$ cat src/rtl/coherency_arbiter_n.sv
// Snooping coherency controller: round-robin arbitration of NCPU I/D cache pairs onto one
// shared single-port RAM, with multi-word block transfers and cache-to-cache supply.
module coherency_arbiter_n #(
  parameter int NCPU        = 2,
  parameter int WORD_W      = 32,
  parameter int BLOCK_WORDS = 2
) (
  input  logic                     CLK,
  input  logic                     RST,
  input  logic [NCPU-1:0]          iREN,
  input  logic [NCPU*WORD_W-1:0]   iaddr,
  input  logic [NCPU-1:0]          dREN,
  input  logic [NCPU-1:0]          dWEN,
  input  logic [NCPU*WORD_W-1:0]   daddr,
  input  logic [NCPU*WORD_W-1:0]   dstore,
  input  logic [NCPU-1:0]          ccwrite,
  input  logic [NCPU-1:0]          snoop_dirty,
  output logic [NCPU-1:0]          iwait,
  output logic [NCPU-1:0]          dwait,
  output logic [NCPU*WORD_W-1:0]   iload,
  output logic [NCPU*WORD_W-1:0]   dload,
  output logic [NCPU-1:0]          ccwait,
  output logic [NCPU-1:0]          ccinv,
  output logic [NCPU*WORD_W-1:0]   ccsnoopaddr,
  output logic                     ramREN,
  output logic                     ramWEN,
  output logic [WORD_W-1:0]        ramaddr,
  output logic [WORD_W-1:0]        ramstore,
  input  logic [WORD_W-1:0]        ramload,
  input  logic [1:0]               ramstate
);

  localparam int PTR_W = (NCPU > 1) ? $clog2(NCPU) : 1;
  localparam int CNT_W = (BLOCK_WORDS > 1) ? $clog2(BLOCK_WORDS) : 1;
  localparam logic [WORD_W-1:0] BLK_MASK = WORD_W'(BLOCK_WORDS * 4 - 1);
  localparam logic [CNT_W-1:0]  LAST_CNT = CNT_W'(BLOCK_WORDS - 1);

  typedef enum logic [2:0] {
    S_IDLE, S_IFETCH, S_WB, S_SNOOP1, S_SNOOP2, S_M2C, S_C2C
  } state_t;

  state_t           r_state;
  logic [PTR_W-1:0] r_owner;
  logic [PTR_W-1:0] r_supplier;
  logic [PTR_W-1:0] r_rr_ptr;
  logic [CNT_W-1:0] r_word_cnt;

  logic [WORD_W-1:0] w_iaddr  [NCPU];
  logic [WORD_W-1:0] w_daddr  [NCPU];
  logic [WORD_W-1:0] w_dstore [NCPU];
  logic [NCPU-1:0]   w_any_req;

  for (genvar gi = 0; gi < NCPU; gi++) begin : g_unpack
    assign w_iaddr[gi]   = iaddr[gi*WORD_W +: WORD_W];
    assign w_daddr[gi]   = daddr[gi*WORD_W +: WORD_W];
    assign w_dstore[gi]  = dstore[gi*WORD_W +: WORD_W];
    assign w_any_req[gi] = iREN[gi] | dREN[gi] | dWEN[gi];
  end

  logic              w_access;
  logic              w_last;
  logic [WORD_W-1:0] w_owner_daddr;
  logic [WORD_W-1:0] w_blk_addr;
  logic [PTR_W-1:0]  w_next_rr;

  assign w_access      = (ramstate == 2'd2);
  assign w_last        = (r_state == S_IFETCH) || (r_word_cnt == LAST_CNT);
  assign w_owner_daddr = w_daddr[r_owner];
  assign w_blk_addr    = (w_owner_daddr & ~BLK_MASK) | (WORD_W'(r_word_cnt) << 2);
  assign w_next_rr     = (r_owner == PTR_W'(NCPU - 1)) ? '0 : r_owner + 1'b1;

  // Round-robin scan starting at r_rr_ptr, wrapping modulo NCPU.
  logic             w_found;
  logic [PTR_W-1:0] w_pick;
  logic [PTR_W:0]   w_idx;
  always_comb begin
    w_found = 1'b0;
    w_pick  = '0;
    w_idx   = '0;
    for (int k = 0; k < NCPU; k++) begin
      w_idx = {1'b0, r_rr_ptr} + (PTR_W+1)'(k);
      if (w_idx >= (PTR_W+1)'(NCPU)) w_idx = w_idx - (PTR_W+1)'(NCPU);
      if (!w_found && w_any_req[w_idx[PTR_W-1:0]]) begin
        w_found = 1'b1;
        w_pick  = w_idx[PTR_W-1:0];
      end
    end
  end

  logic             w_dirty_found;
  logic [PTR_W-1:0] w_dirty_idx;
  always_comb begin
    w_dirty_found = 1'b0;
    w_dirty_idx   = '0;
    for (int j = NCPU - 1; j >= 0; j--) begin
      if (snoop_dirty[j] && (PTR_W'(j) != r_owner)) begin
        w_dirty_found = 1'b1;
        w_dirty_idx   = PTR_W'(j);
      end
    end
  end

  always_ff @(posedge CLK or posedge RST) begin
    if (RST) begin
      r_state    <= S_IDLE;
      r_owner    <= '0;
      r_supplier <= '0;
      r_rr_ptr   <= '0;
      r_word_cnt <= '0;
    end else begin
      case (r_state)
        S_IDLE: begin
          if (w_found) begin
            r_owner    <= w_pick;
            r_word_cnt <= '0;
            if (dWEN[w_pick])      r_state <= S_WB;
            else if (dREN[w_pick]) r_state <= S_SNOOP1;
            else                   r_state <= S_IFETCH;
          end
        end
        S_SNOOP1: r_state <= S_SNOOP2;
        S_SNOOP2: begin
          if (w_dirty_found) begin
            r_supplier <= w_dirty_idx;
            r_state    <= S_C2C;
          end else begin
            r_state <= S_M2C;
          end
        end
        default: begin
          // FREE, BUSY and ERROR all hold the current word; only ACCESS advances.
          if (w_access) begin
            if (w_last) begin
              r_state    <= S_IDLE;
              r_word_cnt <= '0;
              r_rr_ptr   <= w_next_rr;
            end else begin
              r_word_cnt <= r_word_cnt + 1'b1;
            end
          end
        end
      endcase
    end
  end

  always_comb begin
    iwait       = '1;
    dwait       = '1;
    iload       = '0;
    dload       = '0;
    ccwait      = '0;
    ccinv       = '0;
    ccsnoopaddr = '0;
    ramREN      = 1'b0;
    ramWEN      = 1'b0;
    ramaddr     = '0;
    ramstore    = '0;
    case (r_state)
      S_IFETCH: begin
        ramREN  = 1'b1;
        ramaddr = w_iaddr[r_owner];
        iload[r_owner*WORD_W +: WORD_W] = ramload;
        if (w_access) iwait[r_owner] = 1'b0;
      end
      S_WB: begin
        ramWEN   = 1'b1;
        ramaddr  = w_blk_addr;
        ramstore = w_dstore[r_owner];
        if (w_access) dwait[r_owner] = 1'b0;
      end
      S_SNOOP1, S_SNOOP2: begin
        for (int j = 0; j < NCPU; j++) begin
          if (PTR_W'(j) != r_owner) begin
            ccwait[j] = 1'b1;
            ccinv[j]  = ccwrite[r_owner];
            ccsnoopaddr[j*WORD_W +: WORD_W] = w_owner_daddr;
          end
        end
      end
      S_M2C: begin
        ramREN  = 1'b1;
        ramaddr = w_blk_addr;
        dload[r_owner*WORD_W +: WORD_W] = ramload;
        if (w_access) dwait[r_owner] = 1'b0;
      end
      S_C2C: begin
        // Supplier's word goes to the requester and is written back to RAM at once.
        ramWEN   = 1'b1;
        ramaddr  = w_blk_addr;
        ramstore = w_dstore[r_supplier];
        dload[r_owner*WORD_W +: WORD_W] = w_dstore[r_supplier];
        ccwait[r_supplier] = 1'b1;
        ccsnoopaddr[r_supplier*WORD_W +: WORD_W] = w_owner_daddr;
        if (w_access) begin
          dwait[r_owner]    = 1'b0;
          dwait[r_supplier] = 1'b0;
        end
      end
      default: ;
    endcase
  end

endmodule

$ cat config.mk
export PLATFORM = sky130hd
export DESIGN_NAME = coherency_arbiter_n
export DESIGN_NICKNAME = d
export VERILOG_FILES = /design/src/rtl/coherency_arbiter_n.sv
export SDC_FILE = /design/constraint.sdc
export NUM_CORES = 1
export LEC_CHECK = 0
export CAP_MARGIN = 10
export CORE_AREA = 2 2 194 196
export DETAILED_ROUTE_END_ITERATION = 16
export DIE_AREA = 0 0 196 198
export SYNTH_ARGS = -nofsm -noshare
export SYNTH_HDL_FRONTEND = slang
export SYNTH_SLANG_ARGS = --single-unit
$ cat constraint.sdc
create_clock -name CLK -period 1.9 [get_ports CLK]
set_clock_uncertainty 0.1 [all_clocks]
set_input_delay 0.19 -clock CLK [delete_from_list [all_inputs] [get_ports CLK]]
set_output_delay 0.19 -clock CLK [all_outputs]
set_load 0.01 [all_outputs]
# == Word level (Yosys, flattened, before mapping) ==
# Cells that the tools add are included.
# word_totals
in_bits,238
ff_bits,7
elab_cells,140
out_inout_bits,266
# classes
reduce_logical,22
mux,66
shift,5
addsub,7
eq_ne,8
bitwise_logic,16
order_cmp,11
# op_table
op,n
32-bit 2-to-1 mux,14
64-bit one-hot mux with 2 select lines,2
64-bit AND,3
32-bit by 34-bit indexed part select with 64-bit output,3
32-bit one-hot mux with 2 select lines,2
32-bit by 34-bit variable shift with 64-bit output (first input constant),2
6-bit negator with 34-bit output,2
64-bit 2-to-1 mux,1
32-bit by 3-bit OR with 32-bit output,1
1-bit 2-to-1 mux,31
2-bit 2-to-1 mux,7
1-bit by 2-bit < comparator with 1-bit output (second input constant),5
3-bit equality test (second input constant),3
3-bit 2-to-1 mux,3
3-bit one-hot mux with 3 select lines,1
3-bit AND reduction,3
2-bit one-hot mux with 2 select lines,2
4-bit nonzero test,2
2-bit OR reduction,4
3-bit by 2-bit equality test with 1-bit output (second input constant),2
2-bit >= comparator (second input constant),3
3-bit OR reduction,2
1-bit logical AND,5
1-bit NOT with 2-bit output,2
19 further kinds,30

# == Logic depth before layout (Yosys ltp) ==
# depth
depth_word,14
ltp_mapped,7
mapped_depth_nobuf,4

# == Worst setup path before layout ==
# No wires, ideal clock.
# synth_path
path_kind,register -> output
from,reg r_state[0]
to,out dload[16]
path_buffers,3
arrival_ns,1.339
path_stages_with_launch,8
setup_slack_ns,0.271
cell_sequence,dfrtp_1 -> buf_4 -> nand3b_1 -> buf_4 -> buf_4 -> nor2_1 -> a21oi_1 -> nor2_1
# synth_between
elab_chain_len,2
elab_cells_between_ends,3
classes_between,eq/ne (2); mux (1)
# synth_lines
item,line_no,text
from (decl),42,state_t r_state;
from (signal assigned),105,r_state <= S_IDLE;
from (signal assigned),116,if (dWEN[w_pick]) r_state <= S_WB;
from (signal assigned),117,else if (dREN[w_pick]) r_state <= S_SNOOP1;
3-bit equality test,158,case (r_state)
64-bit one-hot mux with 2 select lines (*),158,
to (decl),21,"output logic [NCPU*WORD_W-1:0] dload,"
# Mark *: on every way between the ends. The rest lies on a longest branch, timed or not.

# == Worst setup path in the final report ==
# layout_path
from,reg r_state[1]
to,out dload[57]
# The elaborated chain is that of the path after synthesis.

==> summary.md <==
| Metric | Value |
|---|---|
| CTS tree | `yes` |
| Post-Synth Adder-Cell Area | `0%` |
| Crit Path Class | `register to output port` |
| Crit-path slowest cell | `dfrtp_1` |
| Worst slack, placed | `-0.6086 ns` |
| CP endpoint kind | `output port` |
| Crit path cell chain | `buf_6 > and2b_2 > buf_6 > buf_12 > o211ai_4 > buf_12 > buf_6 > buf_6 > nor2_1 > buf_2` |
| Largest net degree at the start of global routing | `33` |
| Period utilization | `118.9%` |
| Layout cells sized above 1 | `50.04%` |
| Worst Path Required | `around 1.6 ns` |
| Post-Layout Inst Area | `about 13000 um2` |
| Reg area | `180.2 um2` |
| Final hold vios | `0` |
| Post-synthesis cell type with the largest combined area | `mux2i_1` |
| Initial Util | `between 10% and 20%` |
| Bufs and invs on worst path | `7` |
| Violated checks | `negative setup slack` |
| Longest Clk Path Bufs | `2` |
| Final WL | `39250 um` |
| Status | `finished, violations left` |
| Post-DP HPWL | `26090 um` |
| RSZ-0062 raised after global routing | `yes` |
| Total gr overflow | `0` |
| Net Count, Synth | `914` |
| Final Slew Violations | `0` |
| GPL Wtd Cong | `0.9122` |
| Antenna Cells | `0` |
| Setup TNS | `-58.47 ns` |
| Final setup viols | `265` |
| Hold_buf cts | `0` |
| # nets final | `roughly 1600` |
| Post-synth top area share | `23.16%` |
| Simple-Gate Fraction of Synth Area | `30.77%` |
| Leading cell types in the layout, fill and taps excluded | `clkdlybuf4s50_1 (239), buf_2 (165), buf_4 (127)` |
| Fillers | `3829` |
| LEAKAGE | `6.010 nW` |
| Seq cells post-synth | `7` |
| P&R area growth vs syn | `201.2%` |
| Cell Area, Synth | `4193 um2` |
| Global-route wire length before repair | `approximately 50000 um` |
| Startpoint types | `register` |
| I/O Buffers | `503` |
| Worst-Margin Slew | `0.3962 ns` |
| EDFF count, synth | `0` |
| Worst Path Max Fanout | `5` |
| Core Box Area | `roughly 37000 um2` |
| Clock slew at reported path FFs | `approximately 0.04 ns` |
| Iter 0 DRT Violations | `406` |
| Row count | `between 70 and 80` |
| Main combinational cell family by area after synthesis | `compound AO/OA/AOI/OAI gates` |
| Routed len/inst | `21.70 um` |
| Fin crit period | `2.259 ns` |
| HP Class | `primary input to asynchronous set/reset pin` |
| Main synth FF type | `dfrtp_1` |
| Die area | `38810 um2` |
| Inserted Clock Buffers | `3` |
| Fmax | `442.7 MHz` |
| Worst EP arrival | `1.97 ns` |
| Area contributors post-synth | `mux2i_1 (23%), o22ai_1 (15%), and3_1 (9.8%)` |
| Hold_ws | `0.1207 ns` |
| Xor-xnor portion of the synthesized cell area | `0%` |
| Synth unique cells | `41` |
| Antenna violations before repair | `0` |
| Most common cell after layout, fill and taps aside | `clkdlybuf4s50_1` |
| Complex-gate fraction of the synthesized area | `31.60%` |
| Asr flop ratio synth | `100.0%` |
| Peak VDD IR | `0.0007098 V` |
| Post-DRT Antenna Nets | `0` |
| Max-cap check violation count | `0` |
| Critical Path Most Common Cell | `buf_6` |
| Cell Area, Placed | `roughly 11000 um2` |
| Part of the Yosys area used for sequential elements | `roughly 4.2%` |
| Skew-Pair Late Insertion Delay | `0.24 ns` |
| Proportion of synthesized area in mux cells | `23.43%` |
| Initial DRT Pass Iterations | `5` |
| Clock sinks | `7` |
| Residual DRC | `0` |
| I/O pin total | `504` |
| Yosys warnings | `0` |
| Slack of the critical path | `-0.3591 ns` |
| Multi-input combinational cell area | `4736 um2` |
| Root Buffer | `clkbuf_16` |
| Number of global-route vias before repair | `about 8000` |
| Drt via density | `4.594` |
| Top delay family on crit path | `buffers and inverters` |
| H-Tree Level Count | `1` |
| Slew headroom | `roughly 73%` |
| Die Wd | `between 150 and 200 um` |
| Max incr delay on CP | `0.39 ns` |
| Pwr dens | `1496 nW/um2` |
| Synthesized area per cell | `6.202 um2` |
| Via Count | `between 8000 and 9000` |
| GRT Overall Usage | `17.19%` |
| Cells after Synth | `676` |
| Vert. Die Dim | `198 um` |
==> power breakdown <==
group,internal (mW),switching (mW),leakage (nW)
registers,0.234,0.0752,0.0788
clock network,0.281,0.0932,0.0382
logic,9.05,9.17,5.89
total,9.56,9.34,6.01
==> through the flow <==
step / power [mW] / std cells / utilization, %
2_1_floorplan: 6.370 / 676 / -
3_3_place_gp: 14.05 / 1718 / 29.24
3_5_place_dp: 14.13 / 1718 / 29.24
4_1_cts: 16.95 / 1787 / 31.17
5_1_grt: 19.89 / 1809 / 34.17
6_report: 18.90 / 1809 / 34.17
==> Yosys cell counts (2+ instances only) <==
master and instances:
nor2b_1 2, a21oi_2 3, o21ai_0 29, buf_4 14, buf_6 2, a21oi_1 39
dfrtp_1 7, nand2_1 81, nand3_2 2, and2b_4 2, nand2b_4 2, and3_1 66
buf_2 39, inv_1 2, nor3_1 2, o211ai_2 2, o22ai_1 99, nor2_1 102
or3_1 2, a21o_1 29, nand3b_1 2, mux2i_1 97, clkbuf_1 21, nand3_1 4
o21ai_1 10
==> flip-flops by register name, summed over array words and instances (netlist names) <==
name	flops
r_supplier	1
r_owner	1
r_state	3
r_word_cnt	1
r_rr_ptr	1
==> logic make-up after synthesis <==
kind of cell,Yosys count
mux,98
buf+inv,81
flops,7
simple gates,273
compound gates,217
==> final timing paths <==
| path | startpoint | end | slack, ns | cells past startpoint |
|---|---|---|---|---|
| setup / recovery | r_state[1] | dload[57] | -0.36 | 10 |
| hold / removal | RST | r_owner | 0.12 | 2 |
| setup reg to reg | r_state[0] | r_rr_ptr | 0.16 | 8 |
| hold reg to reg | r_rr_ptr | r_rr_ptr | 0.49 | 1 |
| max in group asynchronous | RST | r_owner | 1.32 | 2 |
| min in group CLK | r_rr_ptr | r_rr_ptr | 0.49 | 1 |
==> repair_timing <==
item,4_1_cts,5_1_grt
pin swaps,27,38
gates cloned,18,10
resized for setup,883,514
endpoints found under the setup margin,266,266
setup buffers,50,23
==> per-layer routing <==
metal  track usage, %  vias up  share of wire, %
li1                 -     3819                 -
met1            21.61     3972                41
met2            29.88      456                48
met3            2.623       64               7.3
met4            5.836        0               2.9
met5                0        -                 0
==> final cells by class <==
type | count | share of cell area (%)
Timing Repair Buffer | 731 | 55.61
Multi-Input combinational cell | 589 | 37.50
Tap cell | 474 | 4.696
Sequential cell | 7 | 1.427
Clock buffer | 4 | 0.6242
Inverter | 4 | 0.1387
(Power assumes the default switching activity.)
==> RTL edit (same flow settings) <==
Set the parameter `NCPU` to 1 (it was 2).
--- a/src/rtl/coherency_arbiter_n.sv
+++ b/src/rtl/coherency_arbiter_n.sv
@@ -2,5 +2,5 @@
 // shared single-port RAM, with multi-word block transfers and cache-to-cache supply.
 module coherency_arbiter_n #(
-  parameter int NCPU        = 2,
+  parameter int NCPU        = 1,
   parameter int WORD_W      = 32,
   parameter int BLOCK_WORDS = 2
Ports: changed (15 resized); port bits go from 504 to 303. No check against the original RTL was run, so the function may have changed too.
==> RTL edit against the unedited design <==
The run still ends with setup timing left. Area after synthesis shrank 58%. Wire length shrank 61%. Combinational power shrank 58%. Fmax grew 9.4%. Worst setup slack gained 0.19 ns. Sequential cell count shrank 3. First-iteration DRC count shrank 77%. Power shrank 56%. Design area shrank 53%. Critical path depth shrank 2.
==> RTL edit: results (changes against the unedited design) <==
part of the Yosys area used for sequential elements: 5.67% (+1.5 points)
# Post-CTS Setup Buffers: 23 (-54%)
failing checks: setup timing
number of global-route vias before repair: 3413 (-57%)
total global-route track usage: 6.46% (-11 points)
Nets: 737 (-53%)
Non-clock buffering overhead: 58.4% (+2.8 points)
final wirelength: 15.1 mm (-61%)
Switch Pwr: 3.65 mW (-61%)
placed cells: 1027 (-40%)
overall power: 8.26 mW (-56%)
Setup-failing EPs final: 48 (-82%)
post-synthesis mux area share: 0% (-23 points)
status: complete, but fails checks
ClkCell Share: 1.25% (+0.63 points)
Signal buffers: 368 (-50%)
Mapped Nets: 404 (-56%)
Final WS setup: -0.165 ns (+0.194 ns)
clk pwr: 0.334 mW (-11%)
First-pass DRT Iterations: 4 (-1)
worst-margin pin slew: 0.501 ns (+0.105 ns)
Starting DRT DRC Count: 92 (-77%)
largest cells by area after synthesis: and3_1 23%, a22o_1 15%, a22oi_1 14%
fillcell total: 4207 (+9.9%)
cells after synthesis: 267 (-61%)
pre-CTS setup slack: -0.243 ns (+0.365 ns)
Port Buf Inserts: 299 (-41%)
first-pass GRT wire length: 19.5 mm (-61%)
post-synth cell types: 28 (-32%)
area added between synthesis and finish: 239%
count of multi-input gates: 221 (-62%)
GRT met3 Usage: 1.96% (-0.66 points)
Resized Gates After CTS: 494 (-44%)
dpl cell area: 5480 um^2 (-49%)
invs w/o clock: 2 (-2)
Flop pwr share: 2.4% (+0.8 points)
Synth Area in Compound Gates: 34.0% (+2.4 points)
area of the multi-input gates: 1720 um^2 (-64%)
detailed-route vias per instance: 3.26 (-29%)
crit path DAT: 1.77 ns (-0.20 ns)
most instantiated cells after synthesis: 66 x and3_1, 33 x and2_1, 32 x a22oi_1, 32 x nor2_1, 31 x a22o_1
Seq cells post-synth: 4 (-3)
share of cells above drive strength 1: 47.7% (-2.4 points)
GR Util met1: 6.99% (-15 points)
largest net degree at the start of global routing: 39 (+18%)
-- RTL edit: final timing paths --
kind	from	endpoint	slack [ns]	depth (start not counted)
setup / recovery	r_state[1]$_DFFE_PP0P_	ramaddr[19]	-0.16	8
min in group CLK	r_word_cnt$_DFFE_PP0P_	r_state[1]$_DFFE_PP0P_	0.62	1
setup reg to reg	r_state[2]$_DFFE_PP0P_	r_word_cnt$_DFFE_PP0P_	0.42	3
max in group asynchronous	RST	r_word_cnt$_DFFE_PP0P_	1.49	2
hold / removal	RST	r_state[0]$_DFFE_PP0P_	0.06	2
hold reg to reg	r_word_cnt$_DFFE_PP0P_	r_state[1]$_DFFE_PP0P_	0.62	1
-- RTL edit: worst reg2reg max path, cell delays in order, from the launching register on --
cell and delay [ns]:
dfrtp_1 0.43, buf_4 0.24, a2111oi_0 0.47, a211oi_1 0.09
-- RTL edit: per-layer routing --
layer	wire length, um	share of wire [%]
met1	5640	37
met5	10	0.066
met2	7760	51
met4	395	2.6
met3	1340	8.8
